--- src/rtl/l80_pkg.sv ---
// rtl/l80_pkg.sv - shared command codes, response codes and loader state encoding
`timescale 1ns/1ps
// Purpose: constants and types shared by serial_loader and loader_txq.
// Contents: host command bytes, ACK/NAK bytes, loader state enum, len decode helper.
package l80_pkg;

    localparam logic [7:0] CMD_WRITE = 8'h57;
    localparam logic [7:0] CMD_READ  = 8'h52;
    localparam logic [7:0] CMD_GO    = 8'h47;
    localparam logic [7:0] CMD_HOLD  = 8'h48;

    localparam logic [7:0] RSP_ACK   = 8'h06;
    localparam logic [7:0] RSP_NAK   = 8'h15;

    typedef enum logic [3:0] {
        ST_IDLE,
        ST_AH,
        ST_AL,
        ST_LEN,
        ST_WDATA,
        ST_WSUM,
        ST_RADDR,
        ST_RWAIT,
        ST_RSEND,
        ST_RSUM,
        ST_ACK,
        ST_NAK
    } state_t;

    // A length byte of zero stands for a full 256-byte transfer.
    function automatic logic [8:0] len_to_count(input logic [7:0] len);
        return (len == 8'h00) ? 9'd256 : {1'b0, len};
    endfunction

endpackage

--- src/rtl/loader_txq.sv ---
// rtl/loader_txq.sv - one-byte transmit holding register with tx_valid/tx_busy handshake
`timescale 1ns/1ps
// Purpose: accepts one byte via load/data when ready, then pulses tx_valid for one
// cycle once the transmitter is idle. The cycle after a pulse never launches, since
// the transmitter may not have raised tx_busy yet.
// Ports:
//   clock, RESET_n   system clock, asynchronous active-low reset
//   load, data       write a byte into the holding register (only when ready)
//   ready            holding register empty
//   tx_data/tx_valid byte and one-cycle strobe towards the uart
//   tx_busy          uart transmitter busy
module loader_txq (
    input  logic       clock,
    input  logic       RESET_n,
    input  logic       load,
    input  logic [7:0] data,
    output logic       ready,
    output logic [7:0] tx_data,
    output logic       tx_valid,
    input  logic       tx_busy
);

    logic       full;
    logic [7:0] hold;
    logic       guard;
    logic       launch;

    // tx_valid blocks the decision during the pulse cycle, guard blocks the
    // following one; only after that is tx_busy trusted.
    assign launch = full && !tx_valid && !guard && !tx_busy;
    assign ready  = !full;

    always_ff @(posedge clock or negedge RESET_n) begin
        if (!RESET_n) begin
            full     <= 1'b0;
            hold     <= 8'h00;
            guard    <= 1'b0;
            tx_valid <= 1'b0;
            tx_data  <= 8'h00;
        end else begin
            tx_valid <= launch;
            guard    <= tx_valid;
            if (launch) begin
                tx_data <= hold;
                full    <= 1'b0;
            end
            if (load) begin
                hold <= data;
                full <= 1'b1;
            end
        end
    end

endmodule

--- src/rtl/serial_loader.sv ---
// rtl/serial_loader.sv - UART-driven RAM loader and CPU hold control for the light8080 SOC
`timescale 1ns/1ps
// Purpose: decodes host byte frames (cmd, addr_hi, addr_lo, len, data) from the uart
// receiver, writes or reads RAM directly and answers through loader_txq.
// Optional feature macro: SERIAL_LOADER_CHECKSUM_EN adds a trailing checksum byte to
// 'W' frames and to 'R' responses.
// Ports:
//   clock, RESET_n        system clock, asynchronous active-low reset
//   rx_data, rx_valid     received byte and strobe
//   tx_data, tx_valid     transmit byte and strobe; tx_busy from the transmitter
//   mem_addr, mem_we,     RAM port (synchronous read, one cycle latency)
//   mem_wdata, mem_rdata
//   cpu_hold              1 keeps the CPU in reset and grants RAM to this block
//   busy                  high whenever the command FSM is not idle
module serial_loader
    import l80_pkg::*;
#(
    parameter int ADDR_W        = 13,
    parameter int TIMEOUT_CYC   = 2700000,
    parameter bit HOLD_AT_RESET = 1'b0
) (
    input  logic              clock,
    input  logic              RESET_n,
    input  logic [7:0]        rx_data,
    input  logic              rx_valid,
    output logic [7:0]        tx_data,
    output logic              tx_valid,
    input  logic              tx_busy,
    output logic [ADDR_W-1:0] mem_addr,
    output logic              mem_we,
    output logic [7:0]        mem_wdata,
    input  logic [7:0]        mem_rdata,
    output logic              cpu_hold,
    output logic              busy
);

    localparam int TW = ($clog2(TIMEOUT_CYC) > 0) ? $clog2(TIMEOUT_CYC) : 1;
    localparam logic [TW-1:0]     TLIM     = TW'(TIMEOUT_CYC - 1);
    localparam logic [TW-1:0]     TONE     = TW'(1);
    localparam logic [ADDR_W-1:0] ADDR_ONE = ADDR_W'(1);

    state_t              state, state_n;
    logic [7:0]          cmd, cmd_n;
    logic [7:0]          ahi, ahi_n;
    logic [ADDR_W-1:0]   addr, addr_n;
    logic [8:0]          count, count_n;
    logic [TW-1:0]       timer, timer_n;
    logic [7:0]          sum, sum_n;
    logic [7:0]          rd_byte, rd_byte_n;
    logic                cpu_hold_n;
    logic                mem_we_n;
    logic [ADDR_W-1:0]   mem_addr_n;
    logic [7:0]          mem_wdata_n;
    logic                tx_load;
    logic [7:0]          tx_byte;
    logic                tx_ready;
    logic                rx_state;
    logic [15:0]         host_addr;
`ifdef SERIAL_LOADER_CHECKSUM_EN
    logic [7:0]          wsum;
`endif

    loader_txq u_txq (
        .clock    (clock),
        .RESET_n  (RESET_n),
        .load     (tx_load),
        .data     (tx_byte),
        .ready    (tx_ready),
        .tx_data  (tx_data),
        .tx_valid (tx_valid),
        .tx_busy  (tx_busy)
    );

    assign busy = (state != ST_IDLE);

    always_ff @(posedge clock or negedge RESET_n) begin
        if (!RESET_n) begin
            state     <= ST_IDLE;
            cmd       <= 8'h00;
            ahi       <= 8'h00;
            addr      <= '0;
            count     <= 9'd0;
            timer     <= '0;
            sum       <= 8'h00;
            rd_byte   <= 8'h00;
            cpu_hold  <= HOLD_AT_RESET;
            mem_we    <= 1'b0;
            mem_addr  <= '0;
            mem_wdata <= 8'h00;
        end else begin
            state     <= state_n;
            cmd       <= cmd_n;
            ahi       <= ahi_n;
            addr      <= addr_n;
            count     <= count_n;
            timer     <= timer_n;
            sum       <= sum_n;
            rd_byte   <= rd_byte_n;
            cpu_hold  <= cpu_hold_n;
            mem_we    <= mem_we_n;
            mem_addr  <= mem_addr_n;
            mem_wdata <= mem_wdata_n;
        end
    end

    always_comb begin
        state_n     = state;
        cmd_n       = cmd;
        ahi_n       = ahi;
        addr_n      = addr;
        count_n     = count;
        timer_n     = timer;
        sum_n       = sum;
        rd_byte_n   = rd_byte;
        cpu_hold_n  = cpu_hold;
        mem_we_n    = 1'b0;
        mem_addr_n  = mem_addr;
        mem_wdata_n = mem_wdata;
        tx_load     = 1'b0;
        tx_byte     = 8'h00;
        host_addr   = {ahi, rx_data};
`ifdef SERIAL_LOADER_CHECKSUM_EN
        wsum        = sum + rx_data;
`endif
        rx_state    = (state == ST_AH) || (state == ST_AL) || (state == ST_LEN) ||
                      (state == ST_WDATA) || (state == ST_WSUM);

        // Inter-byte watchdog for every state that is waiting on the host.
        if (rx_state) begin
            if (rx_valid) begin
                timer_n = '0;
            end else if (timer == TLIM) begin
                timer_n = '0;
                state_n = ST_IDLE;
            end else begin
                timer_n = timer + TONE;
            end
        end

        case (state)
            ST_IDLE: begin
                if (rx_valid) begin
                    cmd_n   = rx_data;
                    timer_n = '0;
                    case (rx_data)
                        CMD_WRITE, CMD_READ: state_n = ST_AH;
                        CMD_GO:              state_n = ST_ACK;
                        CMD_HOLD: begin
                            cpu_hold_n = 1'b1;
                            state_n    = ST_ACK;
                        end
                        default:             state_n = ST_NAK;
                    endcase
                end
            end
            ST_AH: begin
                if (rx_valid) begin
                    ahi_n   = rx_data;
                    state_n = ST_AL;
                end
            end
            ST_AL: begin
                if (rx_valid) begin
                    addr_n  = host_addr[ADDR_W-1:0];
                    state_n = ST_LEN;
                end
            end
            ST_LEN: begin
                if (rx_valid) begin
                    count_n = len_to_count(rx_data);
                    sum_n   = 8'h00;
                    if (cmd == CMD_WRITE) begin
                        state_n = ST_WDATA;
                    end else if (cpu_hold) begin
                        mem_addr_n = addr;
                        state_n    = ST_RADDR;
                    end else begin
                        state_n = ST_NAK;
                    end
                end
            end
            ST_WDATA: begin
                if (rx_valid) begin
                    // Without the RAM grant the bytes are swallowed so the frame
                    // still ends cleanly before the NAK.
                    if (cpu_hold) begin
                        mem_we_n    = 1'b1;
                        mem_addr_n  = addr;
                        mem_wdata_n = rx_data;
                    end
                    addr_n  = addr + ADDR_ONE;
                    count_n = count - 9'd1;
                    sum_n   = sum + rx_data;
                    if (count == 9'd1) begin
`ifdef SERIAL_LOADER_CHECKSUM_EN
                        state_n = ST_WSUM;
`else
                        state_n = cpu_hold ? ST_ACK : ST_NAK;
`endif
                    end
                end
            end
`ifdef SERIAL_LOADER_CHECKSUM_EN
            ST_WSUM: begin
                if (rx_valid) begin
                    state_n = (cpu_hold && (wsum == 8'h00)) ? ST_ACK : ST_NAK;
                end
            end
`endif
            ST_RADDR: begin
                state_n = ST_RWAIT;
            end
            ST_RWAIT: begin
                rd_byte_n = mem_rdata;
                state_n   = ST_RSEND;
            end
            ST_RSEND: begin
                if (tx_ready) begin
                    tx_load = 1'b1;
                    tx_byte = rd_byte;
                    sum_n   = sum + rd_byte;
                    addr_n  = addr + ADDR_ONE;
                    count_n = count - 9'd1;
                    if (count == 9'd1) begin
`ifdef SERIAL_LOADER_CHECKSUM_EN
                        state_n = ST_RSUM;
`else
                        state_n = ST_IDLE;
`endif
                    end else begin
                        mem_addr_n = addr + ADDR_ONE;
                        state_n    = ST_RADDR;
                    end
                end
            end
`ifdef SERIAL_LOADER_CHECKSUM_EN
            ST_RSUM: begin
                if (tx_ready) begin
                    tx_load = 1'b1;
                    tx_byte = 8'h00 - sum;
                    state_n = ST_IDLE;
                end
            end
`endif
            ST_ACK: begin
                if (tx_ready) begin
                    tx_load = 1'b1;
                    tx_byte = RSP_ACK;
                    // 'G' releases the CPU together with queueing its ACK.
                    if (cmd == CMD_GO) begin
                        cpu_hold_n = 1'b0;
                    end
                    state_n = ST_IDLE;
                end
            end
            ST_NAK: begin
                if (tx_ready) begin
                    tx_load = 1'b1;
                    tx_byte = RSP_NAK;
                    state_n = ST_IDLE;
                end
            end
            default: begin
                state_n = ST_IDLE;
            end
        endcase
    end

endmodule

--- config.mk ---
export PLATFORM = sky130hd
export DESIGN_NAME = serial_loader
export DESIGN_NICKNAME = d
export VERILOG_FILES = /design/src/rtl/l80_pkg.sv /design/src/rtl/loader_txq.sv /design/src/rtl/serial_loader.sv
export SDC_FILE = /design/constraint.sdc
export NUM_CORES = 1
export LEC_CHECK = 0
export BUFFER_PORTS_ARGS = -buffer_cell sky130_fd_sc_hd__buf_2
export CORE_MARGIN = 3
export CORE_UTILIZATION = 52
export CTS_CLUSTER_SIZE = 30
export DETAILED_ROUTE_END_ITERATION = 6
export PLACE_DENSITY = 0.71
export SYNTH_ARGS = -nofsm -noshare
export SYNTH_HDL_FRONTEND = slang
export SYNTH_SLANG_ARGS = --single-unit
--- constraint.sdc ---
create_clock -name clock -period 5.6 [get_ports clock]
set_clock_uncertainty 0.1 [all_clocks]
set_input_delay 0.84 -clock clock [delete_from_list [all_inputs] [get_ports clock]]
set_output_delay 0.84 -clock clock [all_outputs]
set_load 0.02 [all_outputs]
==> metrics.cfg, run 1 <==
[logic_synthesis]
ys_seq_area_frac = 0.4806
ys_async_sr_fraction = 1.000
synth_commonest_cells = dfrtp_1, nor2_1, nand2_1
yosys-top-cells-area = dfrtp_1, mux2_2, nor2_1
synthDistinctLibCells = 65
synth-seq-cells = 111
yosysMostFrequentCell = dfrtp_1
syn_nets = 593
avgSynthCellArea_um2 = 10.16
netlist_instances = 569
synth_area_leader_cell = dfrtp_1
synth_warnings = 0
netlist_area_um2 = 5779
synth-edff-count = 0
synth_ff_type = dfrtp_1
synth_top_area_frac = 0.4806

[power_and_ir_drop]
p_sw_uw = 1348
power.leakage_uw = 0.002655
peakVddDrop_mv = 0.3650
power_uw = 3253
pwr-share-comb = 0.424
seqPwrFrac = 0.437
p_clk_frac = 0.139
p_int_uw = 1905
p_per_area_nw_per_um2 = 519.0
p_sw_frac = 0.4144

[routing]
vias = 4497
drtAntennaViolNets = 0
wirelength_mm = 12.58
drtPass1Iterations = 5
drt_iter0_markers = 472
post-route-drc-count = 0
wl_per_cell_um = 16.89
vias_per_cell = 6.036

[floorplan]
die-area_um2 = 12420
start_util = 0.5475
row_count = 37
ioPinCount = 53
coreArea_um2 = 10560
dieHeight_um = 111.4
dieWidth_um = 111.4

[grt]
grt_usage = 0.2100
grt_overflow = 0
grt_pass1_wl_mm = 21.55
grt_pass1_vias = 4235
antenna_found_initial = 0
grt_max_degree = 70

[cts]
clk_pin_slew_ns = 0.11
numCtsBuffers = 9
cts_setup_buffers = 0
clock_sinks = 111
htreeDepth = 3
cts_hold_buf = 0
root_buffer = clkbuf_8
cts_max_path_buffers = 2
clock_latency_ns = 0.41
cts_tree = yes
ctsResizeCount = 0

[timing]
fin_crit_ns = 3.220
slew_headroom = 0.2617
worst_pin_slew_ns = 1.098
finalSetupViolations = 0
setup_ws_ns = 2.380
fin_crit_sh = 0.5750
slew_viol_final = 0
rsz0062_at_grt = false
hold_ws_ns = 0.3423
hold_viol_final = 0
final.setup.tns_ns = 0
max_freq_mhz = 310.5

[placed_design]
dpl.hpwl_mm = 8.812
place_area_um2 = 6095
preCtsSetupSlack_ns = 2.645
io_buffer_count = 52
gp_congestion = 0.8465

[min_path]
hold_class = reg2reg

[setup_path]
criticalPathCategory = reg2out
end_kind = primary output
critPathTopFamily = simple AND/OR/NAND/NOR gates
cp.arrival_ns = 2.28
cpPeakStageDelay_ns = 0.67
path_max_fanout = 26
path_buf_inv = 1
critPathLaunchType = register
reg2reg_slack_ns = 2.61
required_ns = 4.66
crit_chain = nor2_1 -> nand2_1 -> buf_2
slowest_stage = dfrtp_1

[cells_and_area]
stdcell_area_um2 = 6267
diodes = 0
drive_above_1_share = 0.2200
n_fill_cell = 951
area.growth.synth_to_final_pct = 8.443
nNetsFinal = 628

[run_status]
status = finished clean

[run]
drv_cap = 0

==> final timing paths <==
kind,from,endpoint,depth (start not counted)
min reg2reg,u_txq.tx_valid$_DFF_PN0_,u_txq.guard$_DFF_PN0_,0
max,state[1]$_DFF_PN0_,busy,3
min in group asynchronous,RESET_n,addr[4]$_DFFE_PN0P_,1
max reg2reg,state[1]$_DFF_PN0_,mem_addr[1]$_DFFE_PN0P_,4
max in group asynchronous,RESET_n,rd_byte[5]$_DFFE_PN0P_,2
min,u_txq.tx_valid$_DFF_PN0_,u_txq.guard$_DFF_PN0_,0
==> flip-flops by register name, indices dropped and copies added, names as in the netlist <==
register        count
u_txq.hold          8
ahi                 5
u_txq.guard         1
u_txq.tx_data       8
cpu_hold            1
mem_we              1
cmd                 8
mem_wdata           8
state               4
u_txq.tx_valid      1
mem_addr           13
timer              22
rd_byte             8
addr               13
count               9
u_txq.full          1
==> logic make-up (layout without fill, tap and decap cells) <==
kind of cell / Yosys count / count (layout) / synth area share
compound gates: 111 / 111 / 0.1295
xor+xnor: 31 / 31 / 0.04698
fa+ha+maj: 4 / 4 / 0.008660
buf+inv: 41 / 81 / 0.03074
flops: 111 / 111 / 0.4806
mux: 51 / 51 / 0.1059
simple gates: 220 / 220 / 0.1977
==> power by group through the flow <==
stage,clock (uW),combinational (uW),sequential [uW]
after floorplan,0,1020,1440
after global placement,0,1340,1420
after detailed placement,0,1380,1430
after CTS,461,1380,1420
after global routing,497,1520,1470
final,452,1380,1420
==> layout by cell type (no fill, tap or decap), types with 3 or more instances in the layout <==
| cell | instances |
|---|---|
| a21oi_1 | 22 |
| a22o_1 | 5 |
| a22oi_1 | 6 |
| a2bb2oi_1 | 3 |
| a31oi_1 | 11 |
| and2_1 | 4 |
| and3_1 | 7 |
| and4_1 | 7 |
| buf_2 | 51 |
| buf_4 | 4 |
| clkbuf_8 | 9 |
| dfrtp_1 | 111 |
| ha_1 | 4 |
| inv_1 | 10 |
| mux2_2 | 41 |
| mux2_4 | 10 |
| nand2_1 | 54 |
| nand2b_1 | 3 |
| nand3_1 | 24 |
| nand3b_1 | 3 |
| nand4_1 | 14 |
| nor2_1 | 55 |
| nor2b_1 | 5 |
| nor3_1 | 14 |
| nor4_1 | 6 |
| o211ai_1 | 3 |
| o21ai_0 | 20 |
| o22a_1 | 6 |
| o22ai_1 | 10 |
| or3_1 | 5 |
| xnor2_1 | 22 |
| xor2_1 | 9 |
==> through the flow <==
stage | util | instances
after global placement | 0.5774 | 729
after floorplan | - | 569
after global routing | 0.5938 | 745
after detailed placement | 0.5774 | 729
final | 0.5938 | 745
after CTS | 0.5938 | 745
==> layer usage <==
metal | wire (um) | up-vias | GRT usage
li1 | - | 2133 | -
met1 | 6085 | 2206 | 0.3104
met2 | 5597 | 140 | 0.3060
met3 | 707 | 18 | 0.05815
met4 | 190 | 0 | 0.05596
met5 | 0 | - | 0
==> layout make-up <==
class                           instances  area [um2]  area share
Clock inverter                          5       41.29    0.006588
Sequential cell                       111        2778      0.4432
Inverter                               10       37.54    0.005989
Timing Repair Buffer                   55       285.3     0.04552
Clock buffer                           11       131.4     0.02096
Tap cell                              136       170.2     0.02715
Multi-Input combinational cell        417        2824      0.4506
==> worst register-to-register path, stage by stage, from the launching register on <==
cell,delay (ns)
dfrtp_1,0.84
nor2_1,0.37
and2_1,0.39
o211ai_2,0.75
mux2_2,0.42
Note: power is estimated with default switching activity, not from simulation.
==> run 2: changes to the inputs <==
- PLACE_DENSITY: 0.71 -> 0.74
- clock period: 5.6 -> 2.75 ns (I/O delays scaled with it)
==> metrics.cfg, run 2 (synthesized netlist as in run 1, its figures left out) <==
[power_and_ir_drop]
power.leakage_uw = 0.002762  ; +4.0%
p_sw_frac = 0.4102  ; -0.004190
seqPwrFrac = 0.418  ; -0.019
p_per_area_nw_per_um2 = 1057  ; +100%
p_sw_uw = 2787  ; +110%
p_int_uw = 4007  ; +110%
peakVddDrop_mv = 0.6683  ; +83%
p_clk_frac = 0.140  ; about the same
power_uw = 6794  ; +110%
pwr-share-comb = 0.442  ; +0.018

[grt]
antenna_found_initial = 0  ; unchanged
grt_pass1_wl_mm = 21.87  ; +1.5%
grt_pass1_vias = 4433  ; +4.7%
gr-max-usage-layer = met2
grt_usage = 0.2091  ; -0.0009252
met2_usage = 0.3325  ; +0.02654
grt_max_degree = 46  ; -34%
use_met1 = 0.3023  ; -0.008121
grt_overflow = 0  ; unchanged
use_met3 = 0.03370  ; -0.02446

[timing]
final.setup.tns_ns = 0  ; unchanged
fin_crit_ns = 2.546
max_freq_mhz = 392.8
finalSetupViolations = 0  ; unchanged
slew_headroom = 0.3875  ; +0.1258
slew_viol_final = 0  ; unchanged
fin_crit_sh = 0.9257
worst_pin_slew_ns = 0.9160  ; -0.1823 ns
hold_viol_final = 0  ; unchanged
hold_ws_ns = 0.1595  ; -0.1828 ns
rsz0062_at_grt = false

[routing]
wirelength_mm = 12.76  ; +1.4%
post-route-drc-count = 0  ; unchanged
vias = 4588  ; +2.0%
drt_iter0_markers = 397  ; -16%
drtPass1Iterations = 5  ; unchanged
wl_per_cell_um = 16.75  ; -0.84%
vias_per_cell = 6.021  ; -0.25%
drtAntennaViolNets = 0  ; unchanged

[cells_and_area]
n_fill_cell = 885  ; -6.9%
layout_commonest_cell = dfrtp_1
diodes = 0  ; unchanged
area.growth.synth_to_final_pct = 11.19
drive_above_1_share = 0.2428  ; +0.02278
final_cell_mix = dfrtp_1, nor2_1, nand2_1, buf_2, mux2_2
regMostFlops = timer
reg_top3 = timer: 22 flops, addr: 13 flops, mem_addr: 13 flops
nNetsFinal = 645  ; +2.7%
largest_register_ffs = 22  ; unchanged

[floorplan]
dieWidth_um = 111.4  ; unchanged
start_util = 0.5475  ; unchanged
ioPinCount = 53  ; unchanged
coreArea_um2 = 10560  ; unchanged
die-area_um2 = 12420  ; unchanged
row_count = 37  ; unchanged
dieHeight_um = 111.4  ; unchanged

[setup_path]
reg2reg_slack_ns = 0.20  ; -2.41 ns
cp.arrival_ns = 2.70  ; +0.42 ns
path_max_fanout = 13  ; -50%
required_ns = 2.91  ; -1.75 ns
worstReg2RegEnd = mem_addr[0]$_DFFE_PN0P_
criticalPathCategory = reg2reg
r2r_cells = 5  ; +1
critPathLaunchType = register
end_kind = register
rr_startpoint = count[5]$_DFFE_PN0P_

[cts]
root_buffer = clkbuf_8
clock_latency_ns = 0.37  ; -0.04 ns
htreeDepth = 3  ; unchanged
numCtsBuffers = 9  ; unchanged
cts_tree = yes
cts_max_path_buffers = 2  ; unchanged
clock_sinks = 111  ; unchanged
cts_setup_buffers = 0  ; unchanged
clk_pin_slew_ns = 0.11  ; about the same

[placed_design]
gp_congestion = 0.9270  ; +9.5%
dpl.hpwl_mm = 9.218  ; +4.6%
io_buffer_count = 52  ; unchanged

[min_path]
hp-start = mem_rdata[5]
hold_end = rd_byte[5]$_DFFE_PN0P_
holdPathStages = 2  ; +2
hold_class = in2reg

[run_status]
status = finished clean

[run]
drv_cap = 0  ; unchanged

run 2: worst max path at each step:
stage / startpoint / end / slack (ns) / cells past startpoint
3_3_place_gp: count[5]$_DFFE_PN0P_ / mem_addr[2]$_DFFE_PN0P_ / 0.29 / 5
6_report: count[5]$_DFFE_PN0P_ / mem_addr[0]$_DFFE_PN0P_ / 0.20 / 5
2_1_floorplan: count[5]$_DFFE_PN0P_ / mem_addr[10]$_DFFE_PN0P_ / 0.54 / 6
4_1_cts: count[5]$_DFFE_PN0P_ / mem_addr[2]$_DFFE_PN0P_ / 0.22 / 5
3_5_place_dp: count[5]$_DFFE_PN0P_ / mem_addr[0]$_DFFE_PN0P_ / 0.23 / 5
5_1_grt: count[5]$_DFFE_PN0P_ / mem_addr[2]$_DFFE_PN0P_ / 0.10 / 5
run 2: cell type report:
type                            instances  area [um2]  area share
Clock buffer                           10       137.6     0.02142
Sequential cell                       111        2778      0.4322
Inverter                               10       37.54    0.005841
Timing Repair Buffer                   72       427.9     0.06659
Tap cell                              136       170.2     0.02648
Clock inverter                          6       51.30    0.007983
Multi-Input combinational cell        417        2824      0.4394
run 2: power groups by stage:
stage	clock network (uW)	registers, uW	logic (uW)
floorplan	0	2920	2080
global placement	0	2820	2920
detailed placement	0	2860	3000
CTS	977	2830	3020
global route	1050	2940	3310
finish	951	2840	3010
run 2: through the flow:
stage,std cells,util,setup WS (ns),cell area (um2)
after global routing,762,0.6088,0.1025,6426
after CTS,762,0.6088,0.2167,6426
after global placement,745,0.5900,0.2926,6227
after detailed placement,745,0.5900,0.2257,6227
after floorplan,569,-,0.5359,5779
final,762,0.6088,0.2043,6426
run 2: metal layers:
metal | vias up | wire length (um)
met1 | 2243 | 6068
li1 | 2173 | -
met3 | 17 | 622
met2 | 155 | 5890
met4 | 0 | 178
met5 | - | 0
run 2: worst max-delay path, cell delays in order, from the launching register on:
cell      delay [ns]
dfrtp_1         0.44
or4_4           0.58
nor4_4          0.43
a22oi_2         0.11
o211ai_2        0.36
mux2_2          0.41
run 2: what timing repair did:
action,CTS,global route
setup endpoints to repair,0,0
resized for setup,0,0
hold endpoints to repair,38,0
hold buffers,1,0
==> run 3: changes to the inputs <==
- PLACE_DENSITY: 0.74 -> unset
- PLACE_DENSITY_LB_ADDON: unset -> 0.15
==> metrics.cfg, run 3 (synthesized netlist as in run 1, its figures left out) <==
[cells_and_area]
stdcell_area_um2 = 6450  ; +0.37%
largest_register_ffs = 22  ; unchanged
drive_above_1_share = 0.2424  ; -0.0003873
postLayoutCoreUtil = 0.6111  ; +0.002253
diodes = 0  ; unchanged
layout_commonest_cell = dfrtp_1
reg_top3 = timer: 22 flops, addr: 13 flops, mem_addr: 13 flops
area.growth.synth_to_final_pct = 11.60
regMostFlops = timer
final_cell_mix = dfrtp_1, nor2_1, nand2_1, buf_2, mux2_2
nNetsFinal = 646  ; +0.16%

[grt]
grt_pass1_vias = 4430  ; -0.068%
grt_pass1_wl_mm = 22.01  ; +0.63%
grt_overflow = 0  ; unchanged
gr-max-usage-layer = met2
use_met1 = 0.3075  ; +0.005214
met2_usage = 0.3309  ; -0.001608
grt_max_degree = 51  ; +11%
antenna_found_initial = 0  ; unchanged
grt_usage = 0.2151  ; +0.006006
use_met3 = 0.06087  ; +0.02717

[timing]
slew_headroom = 0.3909  ; +0.003408
fin_crit_ns = 2.430  ; -0.1152 ns
slew_viol_final = 0  ; unchanged
max_freq_mhz = 411.4  ; +4.7%
rsz0062_at_grt = false
worst_pin_slew_ns = 0.9110  ; -0.005097 ns
final.setup.tns_ns = 0  ; unchanged
fin_crit_sh = 0.8838  ; -0.04189
finalSetupViolations = 0  ; unchanged
hold_viol_final = 0  ; unchanged
hold_ws_ns = 0.1576  ; -0.001943 ns

[placed_design]
dpl.hpwl_mm = 9.359  ; +1.5%
io_buffer_count = 52  ; unchanged
place_area_um2 = 6235  ; +0.12%
gp_congestion = 0.9581  ; +3.4%

[cts]
clock_latency_ns = 0.39  ; +0.02 ns
ctsResizeCount = 0  ; unchanged
clk_pin_slew_ns = 0.10  ; about the same
cts_tree = yes
htreeDepth = 3  ; unchanged
root_buffer = clkbuf_8
numCtsBuffers = 9  ; unchanged
cts_max_path_buffers = 2  ; unchanged
clock_sinks = 111  ; unchanged

[routing]
wl_per_cell_um = 16.71  ; -0.21%
post-route-drc-count = 0  ; unchanged
drtAntennaViolNets = 0  ; unchanged
vias_per_cell = 5.894  ; -2.1%
drtPass1Iterations = 4  ; -1
drt_iter0_markers = 323  ; -19%
vias = 4497  ; -2.0%
wirelength_mm = 12.75  ; about the same

[power_and_ir_drop]
p_int_uw = 4092  ; +2.1%
p_clk_frac = 0.149  ; +0.009
p_sw_frac = 0.4022  ; -0.008027
peakVddDrop_mv = 0.7130  ; +6.7%
seqPwrFrac = 0.419  ; about the same
pwr-share-comb = 0.433  ; -0.009
power.leakage_uw = 0.002770  ; +0.29%
power_uw = 6846  ; +0.76%
p_per_area_nw_per_um2 = 1061  ; +0.39%
p_sw_uw = 2754  ; -1.2%

[setup_path]
cp.arrival_ns = 2.60  ; -0.10 ns
path_max_fanout = 13  ; unchanged
r2r_cells = 5  ; unchanged
rr_startpoint = state[3]$_DFF_PN0_
critPathLaunchType = register
criticalPathCategory = reg2reg
critPathCapture = mem_addr[5]$_DFFE_PN0P_
reg2reg_slack_ns = 0.32  ; +0.12 ns
end_kind = register
worstReg2RegEnd = mem_addr[5]$_DFFE_PN0P_
required_ns = 2.92  ; about the same
crit_path_start = state[3]$_DFF_PN0_

[run]
drv_cap = 0  ; unchanged

[run_status]
status = finished clean

[floorplan]
die-area_um2 = 12420  ; unchanged
row_count = 37  ; unchanged
coreArea_um2 = 10560  ; unchanged
dieWidth_um = 111.4  ; unchanged
start_util = 0.5475  ; unchanged
dieHeight_um = 111.4  ; unchanged
ioPinCount = 53  ; unchanged

[min_path]
hold_class = in2reg

## run 3: timing repair
action,CTS,global route
setup buffers,0,0
hold buffers,1,0
hold endpoints to repair,37,0
## run 3: metal layers
metal	routed length (um)	share of wire
met3	791	0.062
met4	116	0.0091
met1	5969	0.47
met5	0	0
met2	5872	0.46
## run 3: area by class of cell
class                      instances  area, um2
clock buffer                      11      141.4
clock inverter                     5      63.81
fill                             909       4105
inverter                          10      37.54
multi-input combinational        417       2824
sequential                       111       2778
tap                              136      170.2
timing repair buffer              73      435.4
## run 3: power groups by stage
| stage | Clock, uW | Sequential (uW) | Combinational [uW] |
|---|---|---|---|
| after floorplan | 0 | 2920 | 2080 |
| after global placement | 0 | 2850 | 2910 |
| after detailed placement | 0 | 2890 | 2980 |
| after CTS | 1050 | 2860 | 2990 |
| after global routing | 1120 | 2970 | 3280 |
| final | 1020 | 2870 | 2960 |
## run 3: worst max-delay path, stage by stage, from the launching register on
cell and delay (ns):
dfrtp_1 0.57, nor3b_2 0.43, a21o_1 0.15, a22o_1 0.22, o211ai_2 0.40, mux2_4 0.44
## run 3: how the worst min path moves through the flow
stage / slack [ns] / start / end / cells after the start
floorplan: 0.02 / RESET_n / addr[0]$_DFFE_PN0P_ / 0
detailed placement: 0.31 / u_txq.tx_valid$_DFF_PN0_ / u_txq.guard$_DFF_PN0_ / 0
finish: 0.16 / mem_rdata[6] / rd_byte[6]$_DFFE_PN0P_ / 2
global placement: 0.31 / u_txq.tx_valid$_DFF_PN0_ / u_txq.guard$_DFF_PN0_ / 0
global route: 0.13 / mem_rdata[6] / rd_byte[6]$_DFFE_PN0P_ / 2
CTS: 0.13 / mem_rdata[1] / rd_byte[1]$_DFFE_PN0P_ / 2
## run 3: stage by stage
| stage | setup slack [ns] | instances |
|---|---|---|
| after global placement | 0.4064 | 746 |
| after global routing | 0.1128 | 763 |
| after detailed placement | 0.2811 | 746 |
| final | 0.3195 | 763 |
| after CTS | 0.3174 | 763 |
| after floorplan | 0.5359 | 569 |
